[config.mk]
export PLATFORM = sky130hd
export DESIGN_NAME = pkt_dispatch
export DESIGN_NICKNAME = d
export VERILOG_FILES = /design/src/rtl/pkt_dispatch.sv
export SDC_FILE = /design/constraint.sdc
export NUM_CORES = 1
export LEC_CHECK = 0
export BUFFER_PORTS_ARGS = -buffer_cell sky130_fd_sc_hd__buf_2
export CORE_ASPECT_RATIO = 0.9
export CORE_MARGIN = 1.5
export CORE_UTILIZATION = 50
export CTS_BUF_LIST = sky130_fd_sc_hd__clkbuf_16
export DETAILED_ROUTE_END_ITERATION = 8
export GPL_ROUTABILITY_DRIVEN = 0
export PLACE_DENSITY = 0.77
export SETUP_SLACK_MARGIN = 0.1
export SYNTH_ARGS = -nofsm -noshare
export SYNTH_HDL_FRONTEND = slang
export SYNTH_SLANG_ARGS = --single-unit
export TNS_END_PERCENT = 5
[constraint.sdc]
create_clock -name clock -period 2.9 [get_ports clock]
set_input_delay 0.58 -clock clock [delete_from_list [all_inputs] [get_ports clock]]
set_output_delay 0.58 -clock clock [all_outputs]
set_load 0.02 [all_outputs]
[src/rtl/pkt_dispatch.sv]
// Routes packets from a show-ahead FIFO to 4 ports through one output register: 1 cycle pop->valid, 1 word/cycle,
// holds while the destination's out_ready is low; malformed packets are drained silently. Optional: PKT_DISPATCH_DROP_CNT_EN.
module pkt_dispatch #(
  parameter int DW      = 32,
  parameter int MAX_LEN = 64
) (
  input  logic          clock,
  input  logic          reset_n,
  input  logic          empty,
  input  logic [DW-1:0] dout,
  output logic          pop,
  output logic [3:0]    out_valid,
  input  logic [3:0]    out_ready,
  output logic [DW-1:0] out_data,
  output logic          out_last,
  output logic          busy,
  output logic [7:0]    drop_cnt
);

  typedef enum logic [1:0] {IDLE, FWD, DROP} state_t;

  state_t        r_state;
  state_t        w_state_nxt;
  logic [7:0]    r_cnt;
  logic [7:0]    w_cnt_nxt;
  logic [1:0]    r_port;
  logic [1:0]    w_port_nxt;
  logic          r_valid;
  logic          r_last;
  logic [DW-1:0] r_data;

  logic          w_pop;
  logic          w_load;
  logic          w_load_last;
  logic [2:0]    w_hdr_dest;
  logic [7:0]    w_hdr_len;
  logic          w_hdr_ok;
  logic          w_xfer;
  logic          w_free;

  assign w_hdr_dest = dout[31:29];
  assign w_hdr_len  = dout[7:0];
  assign w_hdr_ok   = ~w_hdr_dest[2] & ($unsigned(32'(w_hdr_len)) <= $unsigned(32'(MAX_LEN)));

  // The register may accept a new word in the same cycle its current word leaves.
  assign w_xfer = r_valid & out_ready[r_port];
  assign w_free = ~r_valid | w_xfer;

  always_comb begin
    w_state_nxt = r_state;
    w_cnt_nxt   = r_cnt;
    w_port_nxt  = r_port;
    w_pop       = 1'b0;
    w_load      = 1'b0;
    w_load_last = 1'b0;
    unique case (r_state)
      IDLE: begin
        if (!empty && w_free) begin
          w_pop     = 1'b1;
          w_cnt_nxt = w_hdr_len;
          if (w_hdr_ok) begin
            w_load      = 1'b1;
            w_load_last = (w_hdr_len == 8'd0);
            w_port_nxt  = w_hdr_dest[1:0];
            w_state_nxt = (w_hdr_len == 8'd0) ? IDLE : FWD;
          end else begin
            w_state_nxt = (w_hdr_len == 8'd0) ? IDLE : DROP;
          end
        end
      end
      FWD: begin
        if (!empty && w_free) begin
          w_pop       = 1'b1;
          w_load      = 1'b1;
          w_load_last = (r_cnt == 8'd1);
          w_cnt_nxt   = r_cnt - 8'd1;
          if (r_cnt == 8'd1) begin
            w_state_nxt = IDLE;
          end
        end
      end
      DROP: begin
        if (!empty) begin
          w_pop     = 1'b1;
          w_cnt_nxt = r_cnt - 8'd1;
          if (r_cnt == 8'd1) begin
            w_state_nxt = IDLE;
          end
        end
      end
      default: w_state_nxt = IDLE;
    endcase
  end

  always_ff @(posedge clock or negedge reset_n) begin
    if (!reset_n) begin
      r_state <= IDLE;
      r_cnt   <= 8'd0;
      r_port  <= 2'd0;
    end else begin
      r_state <= w_state_nxt;
      r_cnt   <= w_cnt_nxt;
      r_port  <= w_port_nxt;
    end
  end

  always_ff @(posedge clock or negedge reset_n) begin
    if (!reset_n) begin
      r_valid <= 1'b0;
      r_last  <= 1'b0;
      r_data  <= '0;
    end else if (w_load) begin
      r_valid <= 1'b1;
      r_last  <= w_load_last;
      r_data  <= dout;
    end else if (w_xfer) begin
      r_valid <= 1'b0;
      r_last  <= 1'b0;
    end
  end

  // pop is combinational, so it must be gated to honour an asserted reset immediately.
  assign pop       = w_pop & reset_n;
  assign out_valid = r_valid ? (4'b0001 << r_port) : 4'b0000;
  assign out_data  = r_data;
  assign out_last  = r_last;
  assign busy      = (r_state != IDLE) | r_valid;

`ifdef PKT_DISPATCH_DROP_CNT_EN
  logic [7:0] r_drop_cnt;
  logic       w_drop_hdr;

  assign w_drop_hdr = (r_state == IDLE) & w_pop & ~w_hdr_ok;

  always_ff @(posedge clock or negedge reset_n) begin
    if (!reset_n) begin
      r_drop_cnt <= 8'd0;
    end else if (w_drop_hdr && (r_drop_cnt != 8'hFF)) begin
      r_drop_cnt <= r_drop_cnt + 8'd1;
    end
  end

  assign drop_cnt = r_drop_cnt;
`else
  assign drop_cnt = 8'd0;
`endif

endmodule

==> results.cfg, run 1 <==
[outcome]
status = completed

[timing]
finClkSkew_ns = 0.00516
fin_crit_sh_pct = 84.6
max_clock_freq_mhz = 408
setup_slack_ns = 0.448
slew_headroom_pct = 59.5
setup_violations = 0
slew_viol_final = 0
finalHoldViolCount = 0
tns_ns = 0
period_needed_ns = 2.45
tightest_slew_ns = 0.603
grt_setup_unrepaired = no

[yosys]
avgSynthCellArea_um2 = 12.0
synth_top_flop_cell = dfrtp_1
yosysMostFrequentCell = dfrtp_1
yosysTopAreaCell = dfrtp_1
yosysWarnings = 0
ys_seq_area_share_pct = 45.6
synth-async-reset-ratio_pct = 100
synth_common_cells = dfrtp_1 (46), mux2_4 (29), a21oi_1 (10)
syn_area_um2 = 2520
ys_top_cells_by_area = dfrtp_1 (46%), mux2_4 (17%), ha_1 (3.0%), mux2_2 (2.7%), buf_4 (2.4%)
synth.top_cell.area_share_pct = 45.6
yosysUniqueCellTypes = 46
synth_edf_count = 0
synth_cells = 210
synth-seq-cells = 46

[layout]
drive_above_1_share_pct = 44.9
antenna_cells = 0
final_area_um2 = 3100
layout.nets = 337
fillers = 415
area_growth_pct = 22.7
fin_cells = 357

[route]
dr.pass1.iters = 4
top_layer = met4
ant_nets = 0
wl_met2_um = 2640
vias = 1917
drcViolationCount = 0
via_per_inst = 5.37
routed_wl_um = 5540
drt_iter0_drc = 123
wl_met3_um = 342
wl_met1_um = 2520
routedWlPerCell_um = 15.5

[setup_path]
required_ns = 2.32
path_class = reg -> out
worst-path-max-fanout = 7
start_kind = register
crit_buf_inv = 1
timing.rr.start = r_port[1]$_DFFE_PN0P_
crit_family = flip-flops
path_cells = mux2i_1 -> a221oi_2 -> a21oi_1 -> nor3b_1 -> buf_2
crit_slowest_cell = dfrtp_1
cp-end-kind = primary output
slowest_delay_ns = 0.46
cp.arrival_ns = 1.87
crit_start = r_port[1]$_DFFE_PN0P_

[die]
io_pins = 86
dieArea_um2 = 5480
die_h_um = 70.4
fp-row-count = 24
fp.dieW_um = 77.9
fp.coreArea_um2 = 4860
start_util_pct = 51.9

[grt]
grt_max_degree = 47
grt_pass1_vias = 1889
grt_overflow_total = 0
grt_pass1_wl_um = 9180
grt_use_total_pct = 21.3
antenna_found_initial = 0

[pwr]
total_power_w = 0.00339
p_seq_share_pct = 34.1
p_comb_share_pct = 50.2
p_leak_nw = 1.55
sw_frac_of_total_pct = 40.4
cellPowerDensity_nw_per_um2 = 1090
p_switching_w = 0.00137
max-vdd-ir-drop_uv = 589
power.internal_w = 0.00202
p_clk_share_pct = 15.7

[clocking]
path_clk_slew_ns = 0.06
cts-root-buf = clkbuf_16
clock_sinks = 46
cts_tree = built
cts_buffer_depth = 2
post_cts_resized = 0
clk_latency_ns = 0.28
postCtsSetupRepairBufs = 0
htreeDepth = 2
postCtsHoldBufs = 0
cts_buffers = 5

[place]
dp.cells = 350
place_area_um2 = 2960
dp_slack_ns = 0.553
io_buffers = 77
dp_hpwl_um = 3950

[min_path]
hold_path.class = in -> async

[run]
max_cap_violations = 0
power by group through the flow:
stage	clock network, W	logic [W]	registers, W
5_1_grt	0.000569	0.00182	0.00120
6_report	0.000533	0.00170	0.00115
3_5_place_dp	0	0.00170	0.00116
4_1_cts	0.000541	0.00171	0.00116
2_1_floorplan	0	0.00101	0.00138
3_3_place_gp	0	0.00166	0.00115
through the flow:
| step | util [%] | hold slack, ns |
|---|---|---|
| after floorplan | - | 0.284 |
| after global placement | 60.9 | 0.486 |
| after detailed placement | 60.9 | 0.487 |
| after CTS | 63.7 | 0.440 |
| after global routing | 63.7 | 0.486 |
| final | 63.7 | 0.416 |
placed cells by master, fill, tap and decap left out, types with 4 or more instances in the layout:
cell	instances
dfrtp_1	46
ha_1	6
a211oi_1	4
nand2_1	5
nor3b_1	4
nor2_1	4
nor3_1	7
nand3_1	6
conb_1	8
o21ai_0	7
inv_1	9
mux2_2	6
mux2i_1	5
clkbuf_16	5
buf_4	4
a21oi_1	10
mux2_4	29
buf_2	77
nor2b_1	5
flip-flops by register name (all words and copies together), names as in the netlist:
name and flops:
out_data 32, r_cnt 8, r_port 2, r_state 2, r_valid 1, out_last 1
kinds of logic after synthesis:
family / Yosys count / share of synthesized area (%)
adders and majority gates: 6 / 2.97
and+or+nand+nor: 51 / 11.6
muxes: 40 / 21.9
AOI/OAI and AO/OA: 42 / 12.1
buffers and inverters: 24 / 5.65
DFF: 46 / 45.6
other: 1 / 0.149
area by class of cell:
| type | count | area (um^2) | area share [%] |
|---|---|---|---|
| Multi-Input combinational cell | 147 | 1260 | 40.6 |
| Sequential cell | 46 | 1150 | 37.2 |
| Inverter | 10 | 37.5 | 1.21 |
| Tap cell | 65 | 81.3 | 2.63 |
| Timing Repair Buffer | 82 | 435 | 14.1 |
| Clock inverter | 2 | 10.0 | 0.323 |
| Clock buffer | 5 | 125 | 4.04 |
per-layer routing:
| metal | vias up | global-route usage [%] |
|---|---|---|
| met5 | - | 0 |
| li1 | 923 | - |
| met2 | 63 | 34.9 |
| met1 | 929 | 28.7 |
| met3 | 2 | 4.84 |
| met4 | 0 | 5.05 |
path summary, 6_finish.rpt:
kind	end	slack (ns)	cells past startpoint
worst min-delay path	out_data[4]$_DFFE_PN0P_	0.42	2
min in group clock	out_data[7]$_DFFE_PN0P_	0.51	1
max in group asynchronous	out_data[8]$_DFFE_PN0P_	2.09	2
worst max register to register	out_data[0]$_DFFE_PN0P_	0.63	5
worst min register to register	out_data[7]$_DFFE_PN0P_	0.51	1
worst max-delay path	pop	0.45	5
Note: power is estimated with default switching activity, not from simulation.
==> run 2, diff against run 1 <==
CORE_UTILIZATION = 45   (was 50)
PLACE_DENSITY = 0.73   (was 0.77)
clock period = 2 ns   (was 2.9 ns; I/O delays follow)
==> results.cfg, run 2 (synthesis gave the netlist of run 1 again) <==
[outcome]
status = finished with violations
violations = setup timing

[route]
drt_iter0_drc = 247
routed_wl_um = 5970
drcViolationCount = 0
via_per_inst = 5.39
dr.pass1.iters = 4
vias = 2066
ant_nets = 0
routedWlPerCell_um = 15.6

[timing]
setup_violations = 33
slew_headroom_pct = 57.9
max_clock_freq_mhz = 467
slew_viol_final = 0
period_needed_ns = 2.14
fin_crit_sh_pct = 107
finClkSkew_ns = 0.00317
finalHoldViolCount = 0
tightest_slew_ns = 0.627
setup_slack_ns = -0.142
grt_setup_unrepaired = yes
tns_ns = -1.47

[setup_path]
cp.arrival_ns = 1.74
path_class = reg -> out
worst-path-max-fanout = 3
required_ns = 1.60
cp-end-kind = primary output
start_kind = register

[clocking]
cts_tree = built
cts_buffers = 5
htreeDepth = 2
postCtsHoldBufs = 0
cts-root-buf = clkbuf_16
cts_buffer_depth = 2
clk_latency_ns = 0.28
path_clk_slew_ns = 0.06
clock_sinks = 46

[layout]
fillers = 433
drive_above_1_share_pct = 51.9
regArea_um2 = 1150
largest_register_ffs = 32
final_common_cell = buf_2
final_area_um2 = 3370
layout.nets = 360
final_cell_mix = buf_2 (76), dfrtp_1 (46), mux2_4 (30)
antenna_cells = 0
area_growth_pct = 33.6
multi_input_area_um2 = 1320

[die]
fp.coreArea_um2 = 5320
fp.dieW_um = 81.9
io_pins = 86
dieArea_um2 = 6070
die_h_um = 74.0
fp-row-count = 25
start_util_pct = 47.5

[pwr]
power.internal_w = 0.00332
p_switching_w = 0.00213
sw_frac_of_total_pct = 39.1
p_leak_nw = 1.69
p_seq_share_pct = 30.6
max-vdd-ir-drop_uv = 819
p_comb_share_pct = 52.7
p_clk_share_pct = 16.7
cellPowerDensity_nw_per_um2 = 1620

[grt]
grt_overflow_total = 0
grt_pass1_wl_um = 9600
grt_pass1_vias = 2031
grt_max_degree = 47
grt_use_total_pct = 21.1
antenna_found_initial = 0

[place]
io_buffers = 77
place_area_um2 = 3130
dp_hpwl_um = 4150

[run]
max_cap_violations = 0

[min_path]
hold_path.class = in -> async
-- run 2: changes by cell type in the layout (fill, tap and decap cells not counted), moves of 2 or more --
cell,previous run,this run
ha_1,6,3
clkinv_2,2,0
ha_2,0,3
buf_4,4,27
-- run 2: critical path: stages (launching register included) --
cell and delay [ns]:
dfrtp_1 0.42, mux2i_1 0.16, buf_4 0.17, a221oi_4 0.28, a21oi_2 0.08, nor3b_2 0.18, buf_4 0.17
-- run 2: routing by layer --
layer	track usage, %	wire (um)
met3	4.29	416
met5	0	0
met4	8.47	65
met2	33.7	2900
met1	28.2	2580
-- run 2: power groups by stage --
stage          sequential (W)  clock, W  combinational, W
2_1_floorplan         0.00199         0           0.00146
6_report              0.00167  0.000910           0.00287
3_3_place_gp          0.00165         0           0.00267
4_1_cts               0.00166  0.000925           0.00282
3_5_place_dp          0.00166         0           0.00273
5_1_grt               0.00172  0.000972           0.00311
-- run 2: cell type report --
type,count,share of cell area (%)
Clock buffer,5,3.71
Clock inverter,3,1.11
Inverter,10,1.11
Multi-Input combinational cell,147,39.2
Sequential cell,46,34.1
Tap cell,67,2.49
Timing Repair Buffer,105,18.2
-- run 2: per-stage QoR --
| stage | instances | total power [W] | setup slack, ns | utilization [%] | hold slack, ns |
|---|---|---|---|---|---|
| final | 383 | 0.00545 | -0.142 | 63.4 | 0.260 |
| after global routing | 383 | 0.00580 | -0.199 | 63.4 | 0.316 |
| after CTS | 383 | 0.00541 | -0.125 | 63.0 | 0.289 |
| after detailed placement | 373 | 0.00439 | -0.0314 | 58.9 | 0.488 |
| after global placement | 373 | 0.00432 | -0.0178 | 58.9 | 0.485 |
| after floorplan | 217 | 0.00346 | -0.0366 | - | 0.104 |
-- run 2: path summary, 6_finish.rpt --
kind | start | endpoint | slack [ns] | depth (start not counted)
worst max-delay path | r_port[1]$_DFFE_PN0P_ | pop | -0.14 | 6
worst min-delay path | reset_n | out_data[1]$_DFFE_PN0P_ | 0.26 | 2
worst max register to register | r_port[1]$_DFFE_PN0P_ | out_data[2]$_DFFE_PN0P_ | -0.08 | 6
worst min register to register | out_data[2]$_DFFE_PN0P_ | out_data[2]$_DFFE_PN0P_ | 0.51 | 1
max in group asynchronous | reset_n | r_port[0]$_DFFE_PN0P_ | 1.35 | 2
min in group clock | dout[12] | out_data[12]$_DFFE_PN0P_ | 0.34 | 2
-- run 2: timing repair --
item,4_1_cts,5_1_grt
buffers inserted,2,0
pin swaps,3,0
gates resized for setup,10,5
hold endpoints to repair,0,0
endpoints found under the setup margin,36,39
